`config.mk`:
```
export PLATFORM = sky130hd
export DESIGN_NAME = fetch_queue
export DESIGN_NICKNAME = d
export VERILOG_FILES = /design/src/rtl/cpu_pkg.sv /design/src/rtl/fetch_fifo.sv /design/src/rtl/fetch_queue.sv
export SDC_FILE = /design/constraint.sdc
export NUM_CORES = 1
export LEC_CHECK = 0
export CAP_MARGIN = 5
export CORE_MARGIN = 5
export CORE_UTILIZATION = 49
export DETAILED_ROUTE_END_ITERATION = 16
export PLACE_DENSITY = 0.69
export SLEW_MARGIN = 10
export SYNTH_ARGS = -nofsm -noshare
export SYNTH_HDL_FRONTEND = slang
export SYNTH_HIERARCHICAL = 1
export SYNTH_SLANG_ARGS = --single-unit
export TNS_END_PERCENT = 100
```
`constraint.sdc`:
```
create_clock -name clk_i -period 11.6 [get_ports clk_i]
set_input_delay 3.48 -clock clk_i [delete_from_list [all_inputs] [get_ports clk_i]]
set_output_delay 3.48 -clock clk_i [all_outputs]
set_load 0.02 [all_outputs]
```
`src/rtl/cpu_pkg.sv`:
```
// Shared pipeline types and constants: PC step, the queue entry layout and the default reset PC.
package cpu_pkg;

  localparam int PC_STEP = 4;
  localparam logic [31:0] RESET_PC_DEFAULT = 32'h0000_0000;

  typedef struct packed {
    logic [31:0] pc;
    logic [31:0] instr;
  } fetch_entry_t;

endpackage

```
`src/rtl/fetch_fifo.sv`:
```
// Synchronous FIFO of fetched entries. Flush empties it in one cycle; storage is cleared only by reset.
module fetch_fifo
  import cpu_pkg::*;
#(
  parameter int DEPTH = 4,
  parameter type entry_t = fetch_entry_t,
  localparam int PTR_W = $clog2(DEPTH),
  localparam int CNT_W = PTR_W + 1
) (
  input  logic             clk_i,
  input  logic             rst_n_i,
  input  logic             flush_i,
  input  logic             push_i,
  input  entry_t           push_data_i,
  input  logic             pop_i,
  output entry_t           head_o,
  output logic             empty_o,
  output logic [CNT_W-1:0] count_o
);

  entry_t           mem [DEPTH];
  logic [PTR_W-1:0] rd_ptr_q;
  logic [PTR_W-1:0] wr_ptr_q;
  logic [CNT_W-1:0] count_q;

  assign head_o  = mem[rd_ptr_q];
  assign empty_o = (count_q == '0);
  assign count_o = count_q;

  // Pointers are exactly log2(DEPTH) bits so they wrap on their own; count carries the extra bit.
  always_ff @(posedge clk_i) begin
    if (!rst_n_i) begin
      rd_ptr_q <= '0;
      wr_ptr_q <= '0;
      count_q  <= '0;
      for (int i = 0; i < DEPTH; i++) mem[i] <= '0;
    end else if (flush_i) begin
      rd_ptr_q <= '0;
      wr_ptr_q <= '0;
      count_q  <= '0;
    end else begin
      if (push_i) begin
        mem[wr_ptr_q] <= push_data_i;
        wr_ptr_q      <= wr_ptr_q + PTR_W'(1);
      end
      if (pop_i) rd_ptr_q <= rd_ptr_q + PTR_W'(1);
      case ({push_i, pop_i})
        2'b10:   count_q <= count_q + CNT_W'(1);
        2'b01:   count_q <= count_q - CNT_W'(1);
        default: count_q <= count_q;
      endcase
    end
  end

endmodule

```
`src/rtl/fetch_queue.sv`:
```
// IF stage: owns the PC, issues in-order imem reads and queues responses toward IF/ID.
// Optional same-cycle bypass of an empty queue when FETCHQ_BYPASS_EN is defined.
module fetch_queue
  import cpu_pkg::*;
#(
  parameter int ADDR_W = 32,
  parameter int INST_W = 32,
  parameter int DEPTH  = 4,
  parameter logic [ADDR_W-1:0] RESET_PC = ADDR_W'(RESET_PC_DEFAULT)
) (
  input  logic                       clk_i,
  input  logic                       rst_n_i,
  input  logic                       redirect_i,
  input  logic [ADDR_W-1:0]          redirect_pc_i,
  output logic                       imem_req_o,
  output logic [ADDR_W-1:0]          imem_addr_o,
  input  logic                       imem_valid_i,
  input  logic [INST_W-1:0]          imem_instr_i,
  output logic                       id_valid_o,
  output logic [INST_W-1:0]          id_instr_o,
  output logic [ADDR_W-1:0]          id_pc_o,
  output logic [ADDR_W-1:0]          id_pc4_o,
  input  logic                       id_ready_i,
  output logic [$clog2(DEPTH):0]     count_o
);

  localparam int CNT_W = $clog2(DEPTH) + 1;

  typedef struct packed {
    logic [ADDR_W-1:0] pc;
    logic [INST_W-1:0] instr;
  } entry_t;

  logic [ADDR_W-1:0] pc_q;
  logic [CNT_W-1:0]  outstanding_q;
  logic [CNT_W-1:0]  drop_q;
  logic [CNT_W-1:0]  fifo_count;
  logic [CNT_W+1:0]  in_use;
  logic              fifo_empty;
  entry_t            head;
  entry_t            resp_entry;
  logic              issue;
  logic              resp_live;
  logic              bypass_fire;
  logic              push;
  logic              pop;

  // Credits: queued + in flight + still-to-drop never exceeds DEPTH, so a push can never hit a full queue.
  assign in_use = {2'b00, fifo_count} + {2'b00, outstanding_q} + {2'b00, drop_q};
  assign issue  = rst_n_i && !redirect_i && (in_use < (CNT_W+2)'(DEPTH));

  // The oldest live request sits outstanding_q steps behind pc_q; drops always precede live responses.
  assign resp_live        = imem_valid_i && (drop_q == '0);
  assign resp_entry.pc    = pc_q - ADDR_W'(outstanding_q) * ADDR_W'(PC_STEP);
  assign resp_entry.instr = imem_instr_i;

`ifdef FETCHQ_BYPASS_EN
  assign bypass_fire = fifo_empty && resp_live && !redirect_i;
`else
  assign bypass_fire = 1'b0;
`endif

  // Handshake: an entry transfers to decode on a cycle where id_valid_o && id_ready_i and no redirect;
  // id_* hold steady while id_valid_o is high and id_ready_i is low.
  assign push = resp_live && !redirect_i && !(bypass_fire && id_ready_i);
  assign pop  = !fifo_empty && id_ready_i && !redirect_i;

  assign imem_req_o  = issue;
  assign imem_addr_o = pc_q;
  assign id_valid_o  = !fifo_empty || bypass_fire;
  assign id_instr_o  = bypass_fire ? imem_instr_i : head.instr;
  assign id_pc_o     = bypass_fire ? resp_entry.pc : head.pc;
  assign id_pc4_o    = id_pc_o + ADDR_W'(PC_STEP);
  assign count_o     = fifo_count;

  always_ff @(posedge clk_i) begin
    if (!rst_n_i) begin
      pc_q          <= RESET_PC;
      outstanding_q <= '0;
      drop_q        <= '0;
    end else if (redirect_i) begin
      // Everything in flight becomes a drop; a response landing this cycle is already one of them.
      pc_q          <= redirect_pc_i;
      outstanding_q <= '0;
      drop_q        <= drop_q + outstanding_q - CNT_W'(imem_valid_i);
    end else begin
      if (issue) pc_q <= pc_q + ADDR_W'(PC_STEP);
      if (imem_valid_i && (drop_q != '0)) drop_q <= drop_q - CNT_W'(1);
      outstanding_q <= outstanding_q + CNT_W'(issue) - CNT_W'(resp_live);
    end
  end

  fetch_fifo #(
    .DEPTH   (DEPTH),
    .entry_t (entry_t)
  ) u_fifo (
    .clk_i       (clk_i),
    .rst_n_i     (rst_n_i),
    .flush_i     (redirect_i),
    .push_i      (push),
    .push_data_i (resp_entry),
    .pop_i       (pop),
    .head_o      (head),
    .empty_o     (fifo_empty),
    .count_o     (fifo_count)
  );

endmodule

```
After elaboration in Yosys (flattened, before gate mapping). Memories as Yosys holds them, arrays and structs flattened. A register that Yosys moved wholly into a read port is not among the register bits. Cells that the tools add are included.

Flip-flop bits (word level): 45. Memory bits (writable): 256. Input port bits: 69. Output and inout port bits: 133. Logic and storage cells: 57. Memories kept: 1.

Memory list: u_fifo.mem (words 4, width 64, read ports 1, clocked after Yosys merged registers in 1, write ports 4, line fetch_fifo.sv:21) `entry_t mem [DEPTH];`.

$add $sub $neg: 14. Order comparisons: 1. Eq/ne operators: 2. Mux-type cells: 15. Bitwise operators: 1. Reductions and logical operators: 17.

Operators by type and width (count): adder 32 x 3 -> 32 bit, second input constant (2); two-way mux 32 bit (2); two-way mux 64 bit (1); OR reduction 64 bit (1); subtractor 32 x 5 -> 32 bit (1); logical AND 1 bit (7); zero test 3 bit (2); two-way mux 1 bit (6); two-way mux 2 bit (3); two-way mux 3 bit (2); one-hot mux 3 bit (2 select lines) (1); nonzero test 2 bit (3); subtractor 3 x 1 -> 3 bit (2); subtractor 3 x 1 -> 3 bit, second input constant (2); adder 4 x 3 -> 5 bit (1); < comparator 5 x 3 -> 1 bit, second input constant (1); adder 2 x 1 -> 2 bit, second input constant (2); adder 3 x 3 -> 4 bit (1); adder 3 x 1 -> 3 bit (1); adder 3 x 1 -> 3 bit, second input constant (1); adder 3 bit (1); nonzero test 3 bit (1); equality test 2 x 1 -> 1 bit, second input constant (1); equality test 2 bit, second input constant (1); other kinds (3) (4).

Logic depth before layout (Yosys ltp). Gate-level depths: netlist of run 1.

Depth after elaboration: 9. Gate-level depth with buffers: 15. Gate-level depth less buffers: 15.

By module. The synthesis of run 1 kept the hierarchy.

By module, submodules not included: fetch_fifo (times used 1, cells each 739, area each 11227.0 sq um, sequential area each 7867.5 sq um); fetch_queue (times used 1, cells each 471, area each 3712.3 sq um, sequential area each 760.7 sq um).

Worst setup path before layout of run 1. Ideal clock, no wire load.

Path kind: input to output. Start point: input redirect_i. End point: output imem_req_o. Data arrival time: 4.116 ns. Required time: 8.120 ns. Setup slack: 4.004 ns. Stages: 4. Path buffers: 1. Cell sequence: clkbuf_1 nor2b_1 nand2_1 inv_1.

Longest elaborated chain between the ends: 3.

Ends and longest elaborated chain: from (decl) (line fetch_queue.sv:13) `input logic redirect_i,`; zero test 1 bit (line fetch_queue.sv:50) `assign issue = rst_n_i && !redirect_i && (in_use < (CNT_W+2)'(DEPTH));`; logical AND 1 bit (2 in a row) (line fetch_queue.sv:50); to (decl) (line fetch_queue.sv:15) `output logic imem_req_o,`.

No other way between the ends.

Worst setup path in the final report of run 1. Same ends and word-level chain as after synthesis.

==> run metrics, run 1 <==
FILL cells=2501; Rows=64; final hold vios=0; Clock Skew=0.02477 ns; Max stage delay on crit path=approximately 0.63 ns; commonest non-fill, non-tap cell in the layout=edfxtp_1; Clock Latency Late Sink=0.52 ns; slew margin rel.=29.84%; dpl cell area=16980 um2; combinational power share=17.5%; Yosys cell types=64; CTS Root Buffer Type=clkbuf_16; Setup TNS Final=0 ns; PD cells=156.0 nW/um2; Startpoint Class=input pin; Die Height=between 150 and 200 um; HP Class=reg2reg; H-tree level count=2; Max IR drop VDD=~0.087 mV; Synth-to-Final Area Change=20.93%; Die X=184.6 um; ANT cells=0; Reg power frac=45.5%; CP cell instances=clkdlybuf4s50_1 -> buf_4 -> nor2b_1 -> nand2_1 -> inv_1 -> clkdlybuf4s50_1; CTS tree=built; GRT Overall Usage=21.50%; Fmax=about 0.12 GHz; cts bufs inserted=34; Post-route DRC=0; Worst Hold Path Cells=2; CP Data Arrival Time=5.18 ns; GR Overflow Total=0; Synth Flop Type=edfxtp_1; DIE AREA=34080 um2; area occupied by registers=8636 um2; Multi-input gate area=5635 um2; largest fanout on the critical path=22; # IOs=202; GP Congestion=0.8616; Post-CTS Setup Repair Bufs=0; Critical Path RT=between 8 and 9 ns; Pint=2.053 mW; Post-synth EDFFs=around 260; Nets=between 1000 and 1500; crit-path most repeated cell=clkdlybuf4s50_1; asr flop ratio synth=0%; WL/cell=about 21 um; synthesized area=14940 um2; share of cells above drive strength 1=13.30%; crit path kind=in2out; routed wire length=36910 um; switching share of total power=27.17%; Clock Sink Count=303; first-pass detailed-route iteration total=5; pins over their slew limit=0; largest net degree at the start of global routing=72; Switching Power=0.7659 mW; vias in the first global route=10350; Initial DRC Count=867; dpl hpwl=around 23000 um; first-pass GRT wire length=57630 um; Final ANT Viol Nets=0; #FFs+latches synth=between 300 and 400; RSZ-0062 raised after global routing=false; Post-CTS Resized=0; fin crit period=8.665 ns; # hold bufs at CTS=0; Inst Count DP=1733; Yosys Warn Count=6; Critical Path Sink Type=primary output; final setup violation count=0; core footprint=30350 um2; run status=finished, final reports clean; Mapped Cells=1210; post-synthesis net count=1301; Final Non-Filler Cells=1794; most frequent cells in the layout=edfxtp_1 (256), nor2_1 (247), clkdlybuf4s50_1 (200), nand2_1 (101), xnor2_1 (64); routed via count=10060; design area=18070 um2; reg2reg path depth=15; Worst Tran Pin Value=between 1 and 1.5 ns; dpl ws=about 2.9 ns; slowest CP cell=clkdlybuf4s50_1; IO buf count=between 200 and 250; Max Cap Viol=0; clock-pin slew on the worst setup and hold paths=0.06 ns; Seq/Total Area, Yosys=57.76%; Initial Util=just under 50%; Final Total Pwr=2.819 mW; period utilization=74.70%; mean post-synth cell area=12.35 um2; CTS max path bufs=3; Setup WS post-layout=2.935 ns; P_leak=6.127 nW; vias per cell=approximately 5.6; initial antenna violation count=0; Clk pwr share=37.0%
## power groups by stage
stage	Clock (mW)	Combinational [mW]	Sequential, mW
final	1.04	0.493	1.28
after CTS	1.06	0.497	1.28
after global placement	0	0.491	1.30
after detailed placement	0	0.494	1.31
after global routing	1.11	0.537	1.29
after floorplan	0	0.318	1.30
## cell families after synthesis
logic type | count (synthesis) | synth area share, %
compound gates | 79 | 3.065
xor+xnor | 90 | 5.276
fa+ha+maj | 22 | 2.194
buf+inv | 118 | 4.925
flops | 303 | 57.76
mux | 67 | 9.950
simple gates | 531 | 16.83
## path summary, 6_finish.rpt
kind	startpoint	endpoint	slack, ns
hold / removal	u_fifo/rd_ptr_q[1]$_SDFFE_PP0P_	u_fifo/rd_ptr_q[1]$_SDFFE_PP0P_	0.53
hold reg to reg	u_fifo/rd_ptr_q[1]$_SDFFE_PP0P_	u_fifo/rd_ptr_q[1]$_SDFFE_PP0P_	0.53
setup reg to reg	outstanding_q[1]$_SDFF_PP0_	outstanding_q[2]$_SDFF_PP0_	7.35
setup / recovery	redirect_i	imem_req_o	2.94
## worst max-delay path: cells and delay by family
| family | cells | cell delay, ns |
|---|---|---|
| and+or+nand+nor | 2 | 0.33 |
| buffers and inverters | 4 | 1.36 |
## cell usage after synthesis, drive strengths merged (3+ instances only)
cell type    n  area share [%]
buf         60             3.3
and2         4            0.17
nand4       13            0.64
or3          4            0.20
nor2b        7            0.29
nand3       24            0.80
fa           7            0.94
nor3        20            0.74
inv         33            0.83
nor3b        4            0.20
clkbuf      23            0.70
mux2i        3            0.20
nor4b        4            0.23
edfxtp     256              51
mux4        64             9.7
o21ai       33             1.1
o21a         3            0.15
a21oi       26            0.87
xor2        26             1.5
nand2      108             2.7
or4          6            0.30
nor2       288             7.9
nor4        21             1.1
and4         7            0.43
nand2b       5            0.21
and3         9            0.39
dfxtp       47             6.3
ha          15             1.3
xnor2       64             3.8
## area by class of cell
| class | instances | area share, % |
|---|---|---|
| flip-flops and latches | 303 | 47.80 |
| multi-input cells | 789 | 31.19 |
| repair buffers | 212 | 11.58 |
| clock buffers | 39 | 4.869 |
| well taps | 396 | 2.743 |
| clock inverters | 22 | 1.129 |
| inverters | 33 | 0.6856 |
## routing by layer
| metal | track usage (%) | up-vias | share of wire [%] |
|---|---|---|---|
| met5 | 0 | - | 0 |
| met4 | 5.138 | 0 | 1.9 |
| met3 | 4.046 | 44 | 8.0 |
| met2 | 35.26 | 437 | 48 |
| met1 | 30.11 | 4941 | 42 |
| li1 | - | 4639 | - |
## per-stage QoR
step	utilization [%]	hold WS, ns
after CTS	59.53	0.5332
final	59.53	0.5252
after global routing	59.53	0.5792
after global placement	55.96	0.5109
after floorplan	-	0.4847
after detailed placement	55.96	0.5147
## state kept, by name, summed over array words and instances (netlist names), named ones only
signal,cells
u_fifo/count_o,3
u_fifo/mem,256
outstanding_q,3
u_fifo/wr_ptr_q,2
u_fifo/rd_ptr_q,2
imem_addr_o,32
drop_q,3
Note: power is estimated with default switching activity, not from simulation.
==> run 2, diff against run 1 <==
Clock period 11.6 ns to 8.24 ns, I/O delays scaled along.
==> run 2 against run 1 <==
Sequential power increased by 41%; design area decreased by 0.12%; register-to-register slack got worse by 3.3 ns; critical path depth increased by 2; non-clock buffer count increased by 2; first-iteration DRC count decreased by 10%; power increased by 40%; via count decreased by 1.4%; clock power increased by 38%; global-route usage decreased by 0.17 points; critical endpoint is now id_pc4_o[20]; routed wire length decreased by 0.44%; worst hold slack improved by 0.0098 ns.
==> run metrics, run 2 (synthesized netlist as in run 1, its figures left out) <==
CTS tree=built; vias in the first global route=roughly 10000; DIE AREA=34080 um2; Final ANT Viol Nets=0; RSZ-0062 raised after global routing=false; Multi-input gate area=5635 um2; Reg power frac=45.8%; most frequent cells in the layout=edfxtp_1 (256), nor2_1 (247), clkdlybuf4s50_1 (200), nand2_1 (101), xnor2_1 (64); fin crit period=7.014 ns; PD cells=~220 nW/um2; Fmax=between 0.1 and 0.15 GHz; GP Congestion=0.8443; Post-CTS Resized=0; Clock Latency Late Sink=between 0.5 and 0.6 ns; Clock Sink Count=303; slew margin rel.=around a quarter; vias per cell=roughly 5.5; dpl ws=1.690 ns; H-tree level count=1; Rows=64; Biggest register=u_fifo/mem; Setup TNS Final=0 ns; largest delay contributor family on the critical path=simple AND/OR/NAND/NOR gates; Reg-to-Reg End=outstanding_q[2]$_SDFF_PP0_; WL/cell=20.50 um; FILL cells=2449; IO buf count=201; Largest register FFs=between 200 and 300; crit path to=id_pc4_o[20]; # hold bufs at CTS=0; Critical Path Sink Type=primary output; run status=finished, final reports clean; reg2reg path depth=16; CTS Root Buffer Type=clkbuf_16; final setup violation count=0; Initial DRC Count=777; Max stage delay on crit path=0.82 ns; area occupied by registers=8636 um2; Post-CTS Setup Repair Bufs=0; GRT Overall Usage=21.33%; CP cell instances=mux4_2 -> ha_1 -> and4_1 -> nor3b_1 -> nor2b_1 -> nand2_1 -> xnor2_1 -> clkdlybuf4s50_1; HP Class=reg2reg; Nets=1463; critical path depth=8; Synth-to-Final Area Change=20.78%; largest fanout on the critical path=36; P_leak=6.116 nW; Setup WS post-layout=1.226 ns; Clk pwr share=36.4%; Worst Tran Pin Value=roughly 1.1 ns; Final Non-Filler Cells=approximately 1800; routed via count=~9900; largest net degree at the start of global routing=69; Max Cap Viol=0; crit path kind=reg2out; FF-to-FF Start=outstanding_q[1]$_SDFF_PP0_; # IOs=202; Post-route DRC=0; ANT cells=0; CP Data Arrival Time=4.54 ns; pins over their slew limit=0; first-pass GRT wire length=57250 um; Initial Util=49.22%; commonest non-fill, non-tap cell in the layout=edfxtp_1; Critical Path RT=5.77 ns; dpl hpwl=23030 um; core footprint=30350 um2; share of cells above drive strength 1=13.25%; Inst Count DP=1735; GR Overflow Total=0; R2R setup slack=4.08 ns; Die Height=184.6 um; Clock Skew=approximately 0.012 ns; clock-pin slew on the worst setup and hold paths=0.06 ns; first-pass detailed-route iteration total=5; Buffers & Inverters on Critical Path=1; period utilization=85.12%; cts bufs inserted=31; routed wire length=36740 um; Max IR drop VDD=0.1726 mV; slowest CP cell=dfxtp_4; Startpoint Class=flip-flop; combinational power share=17.8%; final core occ=approximately 59%; final hold vios=0; Switching Power=around 1.1 mW; Pint=2.892 mW; switching share of total power=26.68%; initial antenna violation count=0; CTS max path bufs=3; Die X=~180 um
## run 2: cell count changes in the layout (fill, tap and decap cells not counted), sizes merged
cell    delta
clkinv     -8
buf        +2
bufinv     +1
inv        -3
clkbuf     +6
## run 2: metal layers
metal | routed length (um) | vias up | global-route usage (%)
li1 | - | 4633 | -
met1 | 15790 | 4885 | 29.84
met2 | 17650 | 362 | 35.65
met3 | 2676 | 40 | 3.888
met4 | 628 | 0 | 4.081
met5 | 0 | - | 0
## run 2: worst min path at each step
| stage | start | to | slack [ns] | depth (start not counted) |
|---|---|---|---|---|
| floorplan | u_fifo/rd_ptr_q[1]$_SDFFE_PP0P_ | flip-flop | 0.48 | 2 |
| global placement | u_fifo/count_o[2]$_SDFFE_PP0P_ | u_fifo/count_o[2]$_SDFFE_PP0P_ | 0.50 | 2 |
| detailed placement | u_fifo/rd_ptr_q[0]$_SDFFE_PP0P_ | u_fifo/rd_ptr_q[0]$_SDFFE_PP0P_ | 0.52 | 2 |
| finish | u_fifo/rd_ptr_q[0]$_SDFFE_PP0P_ | u_fifo/rd_ptr_q[0]$_SDFFE_PP0P_ | 0.54 | 2 |
| global route | u_fifo/count_o[2]$_SDFFE_PP0P_ | u_fifo/count_o[2]$_SDFFE_PP0P_ | 0.58 | 2 |
| CTS | u_fifo/rd_ptr_q[0]$_SDFFE_PP0P_ | u_fifo/rd_ptr_q[0]$_SDFFE_PP0P_ | 0.54 | 2 |
## run 2: power groups by stage
stage	sequential (mW)	clock (mW)	combinational, mW
after floorplan	1.83	0	0.448
after global placement	1.83	0	0.697
after detailed placement	1.84	0	0.704
after CTS	1.81	1.45	0.708
after global routing	1.82	1.52	0.766
final	1.81	1.44	0.703
## run 2: stage by stage
| stage | total power, mW | hold slack (ns) | instance area [um2] |
|---|---|---|---|
| 6_report | 3.944 | 0.5350 | 18040 |
| 2_1_floorplan | 2.275 | 0.4847 | 14940 |
| 3_3_place_gp | 2.530 | 0.5009 | 17000 |
| 4_1_cts | 3.966 | 0.5383 | 18040 |
| 3_5_place_dp | 2.542 | 0.5227 | 17000 |
| 5_1_grt | 4.097 | 0.5758 | 18040 |
## run 2: area by class of cell
type,instances,area share (%)
multi-input combinational,789,31.23
clock inverter,12,0.9292
timing repair buffer,214,11.68
inverter,33,0.6865
tap,396,2.746
clock buffer,45,4.868
sequential,303,47.86
## run 2: worst reg2reg max path, cell delays in order (launching register included)
cell and delay, ns:
dfxtp_1 0.44, inv_1 0.17, fa_1 0.51, nor2_1 0.15, fa_1 0.45, nor4b_1 0.37
nor2_2 0.07, buf_4 0.22, nor2_1 0.39, nand2_1 0.16, inv_1 0.11, ha_1 0.17
inv_1 0.06, fa_1 0.37, xnor2_1 0.18, xnor2_1 0.14, nor2_1 0.07
